`src/rtl/pcpi_issuer.sv`:
```
// Issues one custom instruction at a time to a PCPI co-processor and returns its result
// to the core. An illegal-instruction trap is raised if no co-processor claims the instruction in time.
module pcpi_issuer #(
   parameter int TIMEOUT = 16
) (
   input  logic        clk,
   input  logic        resetn,
   input  logic        req_valid,
   output logic        req_ready,
   input  logic [31:0] req_insn,
   input  logic [31:0] req_rs1,
   input  logic [31:0] req_rs2,
   output logic        pcpi_valid,
   output logic [31:0] pcpi_insn,
   output logic [31:0] pcpi_rs1,
   output logic [31:0] pcpi_rs2,
   input  logic        pcpi_busy,
   input  logic        pcpi_ready,
   input  logic        pcpi_wr,
   input  logic [31:0] pcpi_rd,
   output logic        rsp_valid,
   input  logic        rsp_ready,
   output logic        rsp_wr,
   output logic [31:0] rsp_rd,
   output logic        rsp_trap
);

   typedef enum logic [1:0] {IDLE, WAIT, RESP} state_t;

   localparam logic [7:0] TMO = 8'(TIMEOUT);

   state_t      state, state_nxt;
   logic        rdy_en;
   logic [7:0]  cnt;
   logic        seen_busy;
   logic        accept;
   logic        tmo_hit;

   assign accept = (state == IDLE) && rdy_en && req_valid;

   // An idle WAIT cycle that brings the count to TIMEOUT; pcpi_ready outranks it.
   always_comb begin
      tmo_hit = 1'b0;
      if (!pcpi_ready && !pcpi_busy && !seen_busy && (cnt >= TMO - 8'd1))
         tmo_hit = 1'b1;
   end

   always_ff @(posedge clk) begin
      if (!resetn) begin
         state  <= IDLE;
         rdy_en <= 1'b0;
      end else begin
         state  <= state_nxt;
         rdy_en <= 1'b1;
      end
   end

   always_comb begin
      state_nxt = state;
      case (state)
         IDLE:    if (accept) state_nxt = WAIT;
         WAIT:    if (pcpi_ready || tmo_hit) state_nxt = RESP;
         RESP:    if (rsp_ready) state_nxt = IDLE;
         default: state_nxt = IDLE;
      endcase
   end

   // rdy_en keeps req_ready low through the reset cycle itself.
   always_comb begin
      req_ready  = (state == IDLE) && rdy_en;
      pcpi_valid = (state == WAIT);
      rsp_valid  = (state == RESP);
   end

   always_ff @(posedge clk) begin
      if (!resetn) begin
         pcpi_insn <= '0;
         pcpi_rs1  <= '0;
         pcpi_rs2  <= '0;
         cnt       <= '0;
         seen_busy <= 1'b0;
         rsp_wr    <= 1'b0;
         rsp_rd    <= '0;
         rsp_trap  <= 1'b0;
      end else begin
         case (state)
            IDLE: begin
               if (accept) begin
                  pcpi_insn <= req_insn;
                  pcpi_rs1  <= req_rs1;
                  pcpi_rs2  <= req_rs2;
                  cnt       <= '0;
                  seen_busy <= 1'b0;
               end
            end
            WAIT: begin
               if (pcpi_ready) begin
                  rsp_rd   <= pcpi_rd;
                  rsp_wr   <= pcpi_wr;
                  rsp_trap <= 1'b0;
               end else if (pcpi_busy) begin
                  seen_busy <= 1'b1;
               end else if (!seen_busy) begin
                  // Trap fires no later than TIMEOUT <= 255, so the count cannot wrap.
                  cnt <= cnt + 8'd1;
                  if (tmo_hit) begin
                     rsp_rd   <= '0;
                     rsp_wr   <= 1'b0;
                     rsp_trap <= 1'b1;
                  end
               end
            end
            default: ;
         endcase
      end
   end

endmodule

```
`config.mk`:
```
export PLATFORM = sky130hd
export DESIGN_NAME = pcpi_issuer
export DESIGN_NICKNAME = d
export VERILOG_FILES = /design/src/rtl/pcpi_issuer.sv
export SDC_FILE = /design/constraint.sdc
export NUM_CORES = 1
export LEC_CHECK = 0
export ABC_CLOCK_PERIOD_IN_PS = 2800
export BUFFER_PORTS_ARGS = -buffer_cell sky130_fd_sc_hd__buf_4
export CORE_ASPECT_RATIO = 1.75
export CORE_MARGIN = 1.5
export CORE_UTILIZATION = 45
export CTS_CLUSTER_SIZE = 25
export DETAILED_ROUTE_END_ITERATION = 6
export PLACE_DENSITY = 0.78
export SYNTH_ARGS = -nofsm -noshare
export SYNTH_HDL_FRONTEND = slang
export SYNTH_SLANG_ARGS = --single-unit
```
`constraint.sdc`:
```
create_clock -name clk -period 2.8 [get_ports clk]
set_input_delay 0.14 -clock clk [delete_from_list [all_inputs] [get_ports clk]]
set_output_delay 0.14 -clock clk [all_outputs]
set_load 0.01 [all_outputs]
```
== Word-level counts from Yosys, hierarchy flattened ==
Cells that the tools add are included.
Cells by class
  $add $sub $neg: 1
  $lt $le $gt $ge: 1
  eq/ne operators: 11
  mux-type cells: 27
  reduce and logical (&&, ||, !) cells: 17
Operators with widths (number)
  two-way mux 32 bit: 4
  two-way mux 8 bit: 4
  one-hot mux 8 bit (2 select lines): 1
  two-way mux 1 bit: 13
  != test 2 bit, second input constant: 5
  adder 8 x 1 -> 8 bit, second input constant: 1
  greater-or-equal comparator 8 x 4 -> 1 bit, second input constant: 1
  != test 2 x 1 -> 1 bit, second input constant: 4
  AND reduction 4 bit: 2
  two-way mux 2 bit: 3
  one-hot mux 2 bit (3 select lines): 1
  logical AND 1 bit: 5
  AND reduction 5 bit: 1
  nonzero test 2 bit: 2
  zero test 1 bit: 3
  AND reduction 3 bit: 1
  equality test 2 x 1 -> 1 bit, second input constant: 1
  equality test 2 bit, second input constant: 1
  zero test 2 bit: 1
  one-hot mux 1 bit (2 select lines): 1
  AND reduction 2 bit: 1
  logical OR 1 bit: 1
Word-level totals
  flip-flop bits (word level): 142
  input bits: 135
  word-level logic and storage cells: 67

== Logic depth before layout (Yosys ltp) ==
  word-level depth: 9
  gate-level depth with buffers: 7

== Worst setup path after synthesis ==
Ideal clock, no wire load.
  path kind: reg2reg
  start: reg cnt[4]
  end: reg state[1]
  arrival: 1436 ps
  required time: 2683 ps
  path slack: 1247 ps
  stages on the path, launching flop included: 6
  buffers on the path: 1
  period minus slack after synthesis: 1553 ps
  cell sequence: dfxtp_1 -> or4_4 -> o21ai_2 -> nand2b_1 -> buf_6 -> a32o_2
Between the ends
  word-level cells in the longest chain between the ends: 6
Ends and longest elaborated chain
  from (decl): line 34  | logic [7:0] cnt;
  from (signal assigned): line 105  | cnt <= cnt + 8'd1;
  greater-or-equal comparator 8 x 4 -> 1 bit: line 44  | if (!pcpi_ready && !pcpi_busy && !seen_busy && (cnt >= TMO - 8'd1))
  logical AND 1 bit: line 44
  two-way mux 1 bit: line 44
  logical OR 1 bit: line 62  | WAIT: if (pcpi_ready || tmo_hit) state_nxt = RESP;
  != test 2 x 1 -> 1 bit (no source line)
  AND reduction 3 bit (no source line)
  to (signal assigned): line 53  | state <= state_nxt;
  to (decl): line 32  | state_t state, state_nxt;
Every way passes these cells.
A chain may end at the register's enable or synchronous reset.

== Worst setup path after layout ==
  start: reg cnt[4]
  end: reg rsp_rd[11]
Between the ends
  word-level cells in the longest chain between the ends: 5
Ends and longest elaborated chain
  greater-or-equal comparator 8 x 4 -> 1 bit: line 44
  logical AND 1 bit: line 44
  two-way mux 1 bit: line 44
  nonzero test 2 bit (no source line)
  AND reduction 4 bit (no source line)
  to (signal assigned): line 98  | rsp_rd <= pcpi_rd;
  to (decl): line 24  | output logic [31:0] rsp_rd,
Every way passes these cells.

==> flow_summary.toml <==
[logic_synthesis]
synth_edf_count = 0
synthXorXnorAreaFrac_pct = 0.3085
netlist_instances = 675
muxShareOfSynthArea_pct = 0
avgSynthCellArea_um2 = 8.412
ys_seq_area_share_pct = 50.07
synth_top_area_share_pct = 50.07
async_reset_ff_share_pct = 0
ys.flop_type = "dfxtp_1"
synth_fa_ha_area_share_pct = 0.2204
synth_top_family_by_area = "simple AND/OR/NAND/NOR gates"
netlist_top_cells_count = "233 x nand2_1, 142 x dfxtp_1, 102 x a21oi_1, 35 x clkbuf_1, 34 x and3_1"
yosys.area_share.simple_pct = 22.30
synth.area.top_cells = "dfxtp_1 50%, nand2_1 15%, a21oi_1 9.0%"
yosys.cell_count.top_type = "nand2_1"
yosysWarningCount = 0
synth_nets = 811
netlist_area_um2 = 5678
yosysUniqueCellTypes = 40
synth_area_leader_cell = "dfxtp_1"
synth-seq-cells = 142
synth_compound_area_share_pct = 21.84

[power]
power_density_nw_per_um2 = 557.0
power_leakage_nw = 4.068
ir_drop_mv = 0.5069
total_power_mw = 5.202

[routing]
routed_wl_um = 19900
drtIter0Drc = 300
vias = 6221
post_drt_wl_per_cell_um = 16.67
ant_nets = 0
post_drt_via_cell_ratio = 5.210
firstDrtPassIters = 5
route.detailed.drc = 0

[clock_network]
clkLatencyLatePin_ns = 0.42
clk_pin_slew_ns = 0.06
cts_setup_buffers = 0
cts_hold_buf = 96
cts.htree.levels = 4
cts_sinks = 142
cts-buffers-inserted = 17
clk_path_buf_depth = 2
cts_tree = "yes"
cts_resized = 0
cts-root-buf = "clkbuf_16"

[timing]
min_period_ns = 1.932
setup_ws_ns = 0.8681
maxSlewHeadroom_pct = 59.36
tns_ns = 0
max_slew.worst_pin.slew_ns = 0.6087
rsz0062_at_grt = "false"
finalHoldViolCount = 0
fin_skew_ns = 0.01662
drv_slew = 0
setup_viol = 0
fmax_ghz = 0.5176
post-route-period-util_pct = 69.00

[placement]
pre_cts_ws_ns = 0.8832
gp_congestion = 0.8414
placedCellCount = 1065
dp_hpwl_um = 11260
numPortBuffers = 267
dpl_cell_area_um2 = 7775

[die]
start_util_pct = 45.92
dieArea_um2 = 13330
core_area_um2 = 12360
die_y_um = 151.6
pin_count = 268
rows = 54
die_w_um = 87.91

[hold_path]
hold_class = "in -> reg"

[flow_run]
max_cap_viol_count = 0

[grt]
antenna_found_initial = 1
grt_max_degree = 77
overflow = 0
grt_use_total_pct = 29.05
grt_pass1_vias = 6208
grt_pass1_wl_um = 29880

[setup_path]
crit_arrival_ns = 2.26
worstSetupStartpointType = "register"
critPathMaxFanout = 20
crit_type = "reg -> reg"
required_ns = 3.13
crit_path_end_kind = "register"

[status]
status = "complete, no violations"

[cells_and_area]
fin_cells = 1194
nets = 1148
area_growth_pct = 64.50
final_area_um2 = 9340
post_route_cells_drive_above_1_share_pct = 33.95
## layout make-up
| type | count | area, um^2 |
|---|---|---|
| repair buffers | 374 | 3098 |
| fillers | 799 | 3024 |
| flip-flops and latches | 142 | 2843 |
| multi-input cells | 475 | 2577 |
| clock buffers | 21 | 470.5 |
| well taps | 168 | 210.2 |
| clock inverters | 11 | 131.4 |
| inverters | 2 | 7.507 |
| diodes | 1 | 2.502 |
## worst max-delay path: stages (launching register included)
cell      delay (ns)
dfxtp_1         0.36
or4_4           0.55
o21ai_2         0.16
nand2b_2        0.29
buf_12          0.29
a31oi_2         0.19
## layout by cell type, fill, tap and decap left out, types with 3 or more instances in the layout
cell type	Yosys	final
dfxtp_1	142	142
a31oi_4	10	10
clkinvlp_4	0	3
and3_1	34	34
buf_4	4	274
nor2_1	7	7
nand3_1	3	3
o21ai_0	7	7
dlygate4sd3_1	0	96
clkbuf_8	0	3
buf_12	3	4
a21oi_1	102	102
a31oi_1	3	3
o21ai_1	28	28
nand2_1	233	233
inv_6	0	3
a31oi_2	20	20
clkbuf_16	0	17
## report_power, final
part           internal [mW]  switching, mW
Combinational          0.398          0.368
Clock                   1.39          0.889
Sequential              2.10         0.0496
## cells by family after synthesis
| family | Yosys count |
|---|---|
| AND/OR/NAND/NOR | 294 |
| adder cells (fa/ha/maj) | 1 |
| buffers and inverters | 58 |
| flip-flops | 142 |
| AO/OA/AOI/OAI | 178 |
| XOR/XNOR | 2 |
## sequential cells by signal, summed over array words and instances, names as in the netlist
name,flops
state,2
rsp_rd,32
seen_busy,1
pcpi_rs1,32
cnt,8
pcpi_rs2,32
rdy_en,1
rsp_trap,1
rsp_wr,1
pcpi_insn,32
## metrics by stage
stage	util (%)	hold WS, ns
CTS	75.52	0.003471
detailed placement	62.88	0.3956
finish	75.54	0.01657
global placement	62.88	0.3852
global route	75.54	0.03678
floorplan	-	0.1677
## per-layer routing
layer	part of all wire (%)	track usage [%]	routed length (um)	up-vias
met2	52	50.08	10250	306
met5	0	0	0	-
li1	-	-	-	2945
met3	7.5	9.101	1500	89
met1	35	29.47	7012	2881
met4	5.7	19.13	1135	0
## final timing paths
| kind | from | endpoint | slack (ns) | cells after the start |
|---|---|---|---|---|
| min reg2reg | pcpi_rs1[7]$_SDFFE_PN0P_ | pcpi_rs1[7]$_SDFFE_PN0P_ | 0.45 | 2 |
| max reg2reg | cnt[4]$_SDFFE_PN0P_ | rsp_rd[11]$_SDFFE_PN0P_ | 0.87 | 5 |
| max | cnt[4]$_SDFFE_PN0P_ | rsp_rd[11]$_SDFFE_PN0P_ | 0.87 | 5 |
| min | pcpi_rd[30] | rsp_rd[30]$_SDFFE_PN0P_ | 0.02 | 3 |
Power figures use the tool's default switching activity.
